File: src/rtl/frame_writer.sv
// frame_writer: fills the back buffer from a multi-frame sprite ROM and requests a swap on vsync
module frame_writer #(
  parameter int COLS       = 32,
  parameter int ROWS       = 24,
  parameter int FRAMES     = 4,
  parameter int FRAME_HOLD = 15,
  parameter int ROM_AW     = 12,
  parameter int WR_AW      = 19
) (
  input  logic                                         clk,
  input  logic                                         rst,
  input  logic                                         vsync,
  input  logic                                         pause,
  output logic [ROM_AW-1:0]                            rom_addr,
  input  logic [7:0]                                   rom_data,
  output logic                                         write_en,
  output logic [WR_AW-1:0]                             write_addr,
  output logic [7:0]                                   pixel_data_in,
  output logic                                         swap,
  output logic [(FRAMES > 1 ? $clog2(FRAMES) : 1)-1:0] frame_idx,
  output logic                                         busy
);
  localparam int NPIX = COLS * ROWS;
  localparam int PW   = $clog2(NPIX);
  localparam int FW   = FRAMES > 1 ? $clog2(FRAMES) : 1;
  localparam int VW   = $clog2(FRAME_HOLD + 1);
  localparam logic [ROM_AW-1:0] FSZ = ROM_AW'(NPIX);
  typedef enum logic {FILL, WAIT_VS} state_t;
  state_t            state_q, state_d;
  logic [PW-1:0]     pix_q, pix_d;
  logic              drain_q, drain_d;
  logic [FW-1:0]     frame_q, frame_d;
  logic [VW-1:0]     vs_cnt_q, vs_cnt_d;
  logic              we_q, we_d, swap_q, swap_d, busy_q, busy_d;
  logic [WR_AW-1:0]  wa_q, wa_d;
  logic [2:0]        sync_q, sync_d;
  logic              vs_edge;
  assign vs_edge       = sync_q[2] & ~sync_q[1];
  assign rom_addr      = ROM_AW'(frame_q) * FSZ + ROM_AW'(pix_q);
  assign write_en      = we_q;
  assign write_addr    = wa_q;
  assign pixel_data_in = we_q ? rom_data : 8'd0;
  assign swap          = swap_q;
  assign frame_idx     = frame_q;
  assign busy          = busy_q;
  always_comb begin
    sync_d   = {sync_q[1:0], vsync};
    state_d  = state_q;
    pix_d    = pix_q;
    drain_d  = drain_q;
    frame_d  = frame_q;
    we_d     = 1'b0;
    wa_d     = wa_q;
    swap_d   = 1'b0;
    vs_cnt_d = (vs_edge && vs_cnt_q != VW'(FRAME_HOLD)) ? vs_cnt_q + VW'(1) : vs_cnt_q;
    if (state_q == FILL) begin
      // the address issued last cycle is written now; the drain cycle only finishes that write
      we_d    = ~drain_q;
      wa_d    = WR_AW'(pix_q);
      drain_d = ~drain_q && pix_q == PW'(NPIX - 1);
      pix_d   = (drain_q || pix_q == PW'(NPIX - 1)) ? pix_q : pix_q + PW'(1);
      state_d = drain_q ? WAIT_VS : FILL;
    end else if (vs_edge && vs_cnt_q >= VW'(FRAME_HOLD - 1) && !pause) begin
      swap_d   = 1'b1;
      frame_d  = frame_q == FW'(FRAMES - 1) ? '0 : frame_q + FW'(1);
      pix_d    = '0;
      vs_cnt_d = '0;
      state_d  = FILL;
    end
    busy_d = state_d == FILL;
  end
  always_ff @(posedge clk or negedge rst) begin
    if (!rst) begin
      state_q  <= FILL;
      pix_q    <= '0;
      drain_q  <= 1'b0;
      frame_q  <= '0;
      vs_cnt_q <= '0;
      we_q     <= 1'b0;
      wa_q     <= '0;
      swap_q   <= 1'b0;
      busy_q   <= 1'b0;
      sync_q   <= '1;
    end else begin
      state_q  <= state_d;
      pix_q    <= pix_d;
      drain_q  <= drain_d;
      frame_q  <= frame_d;
      vs_cnt_q <= vs_cnt_d;
      we_q     <= we_d;
      wa_q     <= wa_d;
      swap_q   <= swap_d;
      busy_q   <= busy_d;
      sync_q   <= sync_d;
    end
  end
endmodule

File: config.mk
export PLATFORM = sky130hd
export DESIGN_NAME = frame_writer
export DESIGN_NICKNAME = d
export VERILOG_FILES = /design/src/rtl/frame_writer.sv
export SDC_FILE = /design/constraint.sdc
export NUM_CORES = 1
export LEC_CHECK = 0
export CORE_ASPECT_RATIO = 0.8
export CORE_UTILIZATION = 42
export DETAILED_ROUTE_END_ITERATION = 10
export PLACE_DENSITY = 0.74
export SYNTH_ARGS = -nofsm -noshare
export SYNTH_HDL_FRONTEND = slang
export SYNTH_SLANG_ARGS = --single-unit
File: constraint.sdc
create_clock -name clk -period 1.85 [get_ports clk]
set_input_delay 0.37 -clock clk [delete_from_list [all_inputs] [get_ports clk]]
set_output_delay 0.37 -clock clk [all_outputs]
set_load 0.05 [all_outputs]
Yosys cells after proc, flatten, opt, wreduce, memory -nomap -nowiden
Index checks and enable logic that the tools add are counted.
{"block": "classes", "addsub": 4, "n_mul": 1, "order_cmp": 1, "eq_ne": 5, "mux": 14, "n_bitwise": 4, "n_reduce_logical": 8}
{"op": "two-way mux 10 bit", "count": 3}
{"op": "adder 12 x 10 -> 12 bit", "count": 1}
{"op": "two-way mux 4 bit", "count": 3}
{"op": "adder 10 x 1 -> 10 bit (second input constant)", "count": 1}
{"op": "== test 10 bit (second input constant)", "count": 1}
{"op": "two-way mux 8 bit", "count": 1}
{"op": "two-way mux 1 bit", "count": 6}
{"op": "adder 4 x 1 -> 4 bit (second input constant)", "count": 1}
{"op": "greater-or-equal comparator 4 bit (second input constant)", "count": 1}
{"op": "logical AND 1 bit", "count": 4}
{"op": "multiplier 2 x 2 -> 4 bit (second input constant)", "count": 1}
{"op": "!= test 4 bit (second input constant)", "count": 1}
{"op": "AND reduction 2 bit", "count": 2}
{"op": "inverter 1 bit", "count": 3}
{"op": "adder 2 x 1 -> 2 bit (second input constant)", "count": 1}
{"op": "== test 2 bit (second input constant)", "count": 1}
{"op": "two-way mux 2 bit", "count": 1}
{"op": "!= test 2 x 1 -> 1 bit (second input constant)", "count": 1}
{"op": "!= test 2 bit (second input constant)", "count": 1}
{"op": "AND 1 bit", "count": 1}
{"op": "zero test 1 bit", "count": 1}
{"op": "logical OR 1 bit", "count": 1}
{"block": "word_totals", "register_bits": 34, "out_inout_bits": 44, "word_cells": 47}

Logic depth before layout (Yosys ltp)
{"block": "depth", "word_depth": 7, "ltp_mapped": 8}

Least setup slack after synthesis
No wires, ideal clock.
{"block": "synth_path", "kind": "flip-flop to output port", "from": "register frame_q[0] (netlist: frame_idx[0])", "to": "output port rom_addr[11]", "arrival_ns": 2.390, "required_ns": 1.480, "path_slack_ns": -0.910, "stages_incl_launch_ff": 8, "cell_sequence": "dfrtp_1 -> inv_1 -> ha_1 -> inv_1 -> ha_1 -> a21o_1 -> nand2_1 -> xnor2_1"}
{"block": "synth_between", "elab_chain_cells": 2}
{"item": "from (decl)", "line_no": "32", "source": "logic [FW-1:0] frame_q, frame_d;"}
{"item": "from (signal assigned)", "line_no": "88", "source": "frame_q <= frame_d;"}
{"item": "multiplier 2 x 2 -> 4 bit", "line_no": "39", "source": "assign rom_addr = ROM_AW'(frame_q) * FSZ + ROM_AW'(pix_q);"}
{"item": "adder 12 x 10 -> 12 bit", "line_no": "39"}
{"item": "to (decl)", "line_no": "14", "source": "output logic [ROM_AW-1:0] rom_addr,"}
Every way passes these cells.

Worst setup path in the final report
Ends and elaborated chain as after synthesis.

==> summary.txt <==
LEAKAGE - 1.25 nW
Final Util - 62.8%
Highest clock rate - 459 MHz
RSZ-0062 raised after global routing - yes
Worst Path Class, Setup - register to primary output
Final WL - 3790 µm
Final hold violation count - 0
Yosys warnings - 0
Fin crit share - 118%
Syn_area_per_cell - 10.8 µm²
Async SR Flop Fraction - 100%
DRC Markers - 0
FF-to-FF setup slack - 0.06 ns
RR Startpoint - sync_q[2]
Synth cell types - 40
Worst slew margin - 66.7%
Gate Count Post-Synth - 172
Core region area - 4200 µm²
Hpwl dp - 2770 µm
Die area - 4680 µm²
Worst-path clk slew - 0.07 ns
Congestion Overflow GR - 0
Hold slack - 0.356 ns
Number of CTS-inserted buffers - 5
Violations in the final reports - setup timing
CP Capture Type - primary output
H-tree depth - 2
Pin count of the biggest net entering global routing - 35
Post-synthesis xor/xnor area fraction - 2.36%
First-pass GRT wire length - 6210 µm
Avg WL per Cell - 13.1 µm
Required @ worst endpoint - 1.48 ns
Clock buffer depth - 2
Fill cell count - 366
Setup violators final - 3
Initial cell density of the core - 44.0%
Pwr per Cell Area - 1890 nW/µm²
Main synth FF type - dfrtp_1
Min-delay src - sync_q[0]
Simple-Gate Fraction of Synth Area - 18.6%
Clock skew - 0.00524 ns
Final worst slack - -0.328 ns
Layout cells sized above 1 - 40.8%
Starting DRT DRC Count - 115
Post-placement setup slack - -0.209 ns
Routed via count - 1444
Worst setup path start - frame_idx[0]
Boundary Pins - 56
Startpoint class of the critical path - register
Antenna violation net count after detailed routing - 0
Mapped cell area - 1850 µm²
Proportion of synthesized area in mux cells - 5.34%
# hold bufs at CTS - 0
Synth-to-Final Area Change - 42.5%
Ant. Diodes - 0
Vias per cell - 4.98
Count of state elements after synthesis - 34
TritonCTS clock tree - done
EDFF count, synth - 0
Max-slew violation count - 0
Peak VDD IR - 0.934 mV
Fin crit period - 2.18 ns
Nets - 252
Worst slew pin tran - 0.498 ns
Compound-cell area share of the yosys netlist - 10.7%
Routability congestion estimate - 0.747
Critical path fanouts, max - 3
Port Buffers - 46
Main combinational cell family by area after synthesis - simple AND/OR/NAND/NOR gates
HP Class - register to register
Outcome - complete, but fails checks
Die X - 76.2 µm
Total iterations of the first detailed-routing run - 4
Maxcap violations - 0
Initial antenna violation count - 0
Data arrival, critical path - 1.81 ns
Std cell rows - 21
Synthesized-area fraction occupied by adder cells - 5.81%
CTS sink cnt - 34
Root buffer cell - clkbuf_8
GRT Resource Usage Total - 17.9%
Die extent in y - 61.4 µm
Later-pin clock latency in the skew report - 0.28 ns
Vias in the first global route - 1343
Post-synthesis sequential area ratio - 46.1%
==> cells in the final DEF, fill, tap and decap left out, drive strengths merged, types with 2 or more instances in the layout <==
| cell | synthesis | routed |
|---|---|---|
| conb | 1 | 9 |
| nand3 | 8 | 8 |
| dfrtp | 31 | 31 |
| a221o | 2 | 2 |
| nor3 | 4 | 4 |
| a21o | 4 | 4 |
| nor2b | 2 | 2 |
| clkbuf | 1 | 7 |
| inv | 8 | 7 |
| buf | 19 | 53 |
| ha | 7 | 7 |
| o21ai | 7 | 7 |
| o31ai | 2 | 2 |
| xnor2 | 5 | 5 |
| a21oi | 3 | 3 |
| o2bb2ai | 2 | 2 |
| dfstp | 3 | 3 |
| o22a | 2 | 2 |
| mux2 | 7 | 7 |
| nand2 | 9 | 9 |
| and4 | 2 | 2 |
| and3 | 3 | 3 |
| clkinv | 1 | 2 |
| nor2 | 14 | 14 |
| clkdlybuf4s50 | 0 | 12 |
| and2 | 9 | 9 |
| or2 | 2 | 2 |
| mux2i | 2 | 2 |
| nand2b | 4 | 4 |
==> logic make-up (layout without fill, tap and decap cells) <==
group           Yosys count  after routing
compound gates           25             25
xor+xnor                  5              5
fa+ha+maj                 8              8
buf+inv                  29             82
flops                    34             34
mux                       9              9
other cells               1              9
simple gates             61             61
==> sequential cells by signal (all words and copies together), names as in the netlist <==
name        cells
write_en        1
vs_cnt_q        4
frame_idx       2
pix_q          10
drain_q         1
state_q         1
swap            1
busy            1
sync_q          3
write_addr     10
==> worst paths after layout <==
path,to,cells past startpoint
min in group asynchronous,write_addr[3],2
setup / recovery,rom_addr[11],8
setup reg to reg,pix_q[8],5
hold reg to reg,sync_q[1],0
hold / removal,sync_q[1],0
max in group asynchronous,sync_q[2],2
==> synth_stat cells, types with 2 or more instances <==
cell	number	share of area [%]
and4_1	2	0.95
nor2b_1	2	0.68
mux2i_1	2	1.1
dfstp_2	3	4.3
buf_6	2	1.2
and2_1	9	3.0
nor3_1	4	1.1
or2_2	2	0.68
nor2_1	12	2.4
a21o_1	4	1.6
xnor2_1	5	2.4
nand2_1	9	1.8
o21ai_0	7	1.9
o31ai_1	2	0.81
buf_4	17	6.9
ha_1	7	4.7
o2bb2ai_1	2	0.95
dfrtp_1	31	42
inv_1	8	1.6
and3_2	2	0.81
nand3_1	8	2.2
a221o_1	2	1.1
nand2b_1	3	1.0
a21oi_1	3	0.81
mux2_2	7	4.3
nor2_4	2	1.2
o22a_2	2	1.1
==> where the power goes <==
part | total [mW] | internal [mW] | switching [mW] | leakage (nW)
clock network | 0.558 | 0.300 | 0.258 | 0.0482
logic | 3.19 | 1.35 | 1.83 | 0.769
registers | 1.23 | 0.991 | 0.244 | 0.430
total | 4.98 | 2.64 | 2.34 | 1.25
==> per-stage QoR <==
| stage | area [µm²] | std cells | power (mW) | TNS, ns |
|---|---|---|---|---|
| CTS | 2630 | 289 | 5.00 | -0.866 |
| detailed placement | 2510 | 279 | 4.37 | -1.67 |
| global placement | 2510 | 279 | 4.30 | -1.48 |
| finish | 2640 | 290 | 4.98 | -0.882 |
| floorplan | 1940 | 180 | 3.24 | -0.519 |
| global route | 2640 | 290 | 5.26 | -1.07 |
==> critical path, cell delays in order, from the launching register on <==
cell and delay, ns:
dfrtp_2 0.42, inv_2 0.08, ha_4 0.22, inv_2 0.06, ha_4 0.18, a21o_1 0.18
nand2_2 0.11, xnor2_4 0.13, buf_12 0.15
==> final cells by class <==
class	instances	area (µm²)	share of cell area (%)
multi-input combinational	117	897	34.0
sequential	34	857	32.5
timing repair buffer	65	672	25.5
clock buffer	7	86.3	3.27
tap	57	71.3	2.70
inverter	9	50.0	1.90
clock inverter	1	5.00	0.190
==> routing by layer <==
layer | part of all wire [%] | GRT usage, %
met5 | 0 | 0
met3 | 6.4 | 5.33
met2 | 47 | 30.5
met1 | 45 | 21.9
met4 | 1.2 | 7.42
==> repair_timing <==
item                                    in CTS  in global routing
setup buffers                                2                  1
pin swaps                                    6                  1
resized for setup                            3                  0
endpoints found under the hold margin        0                  0
endpoints found under the setup margin       3                  3
(Power assumes the default switching activity.)
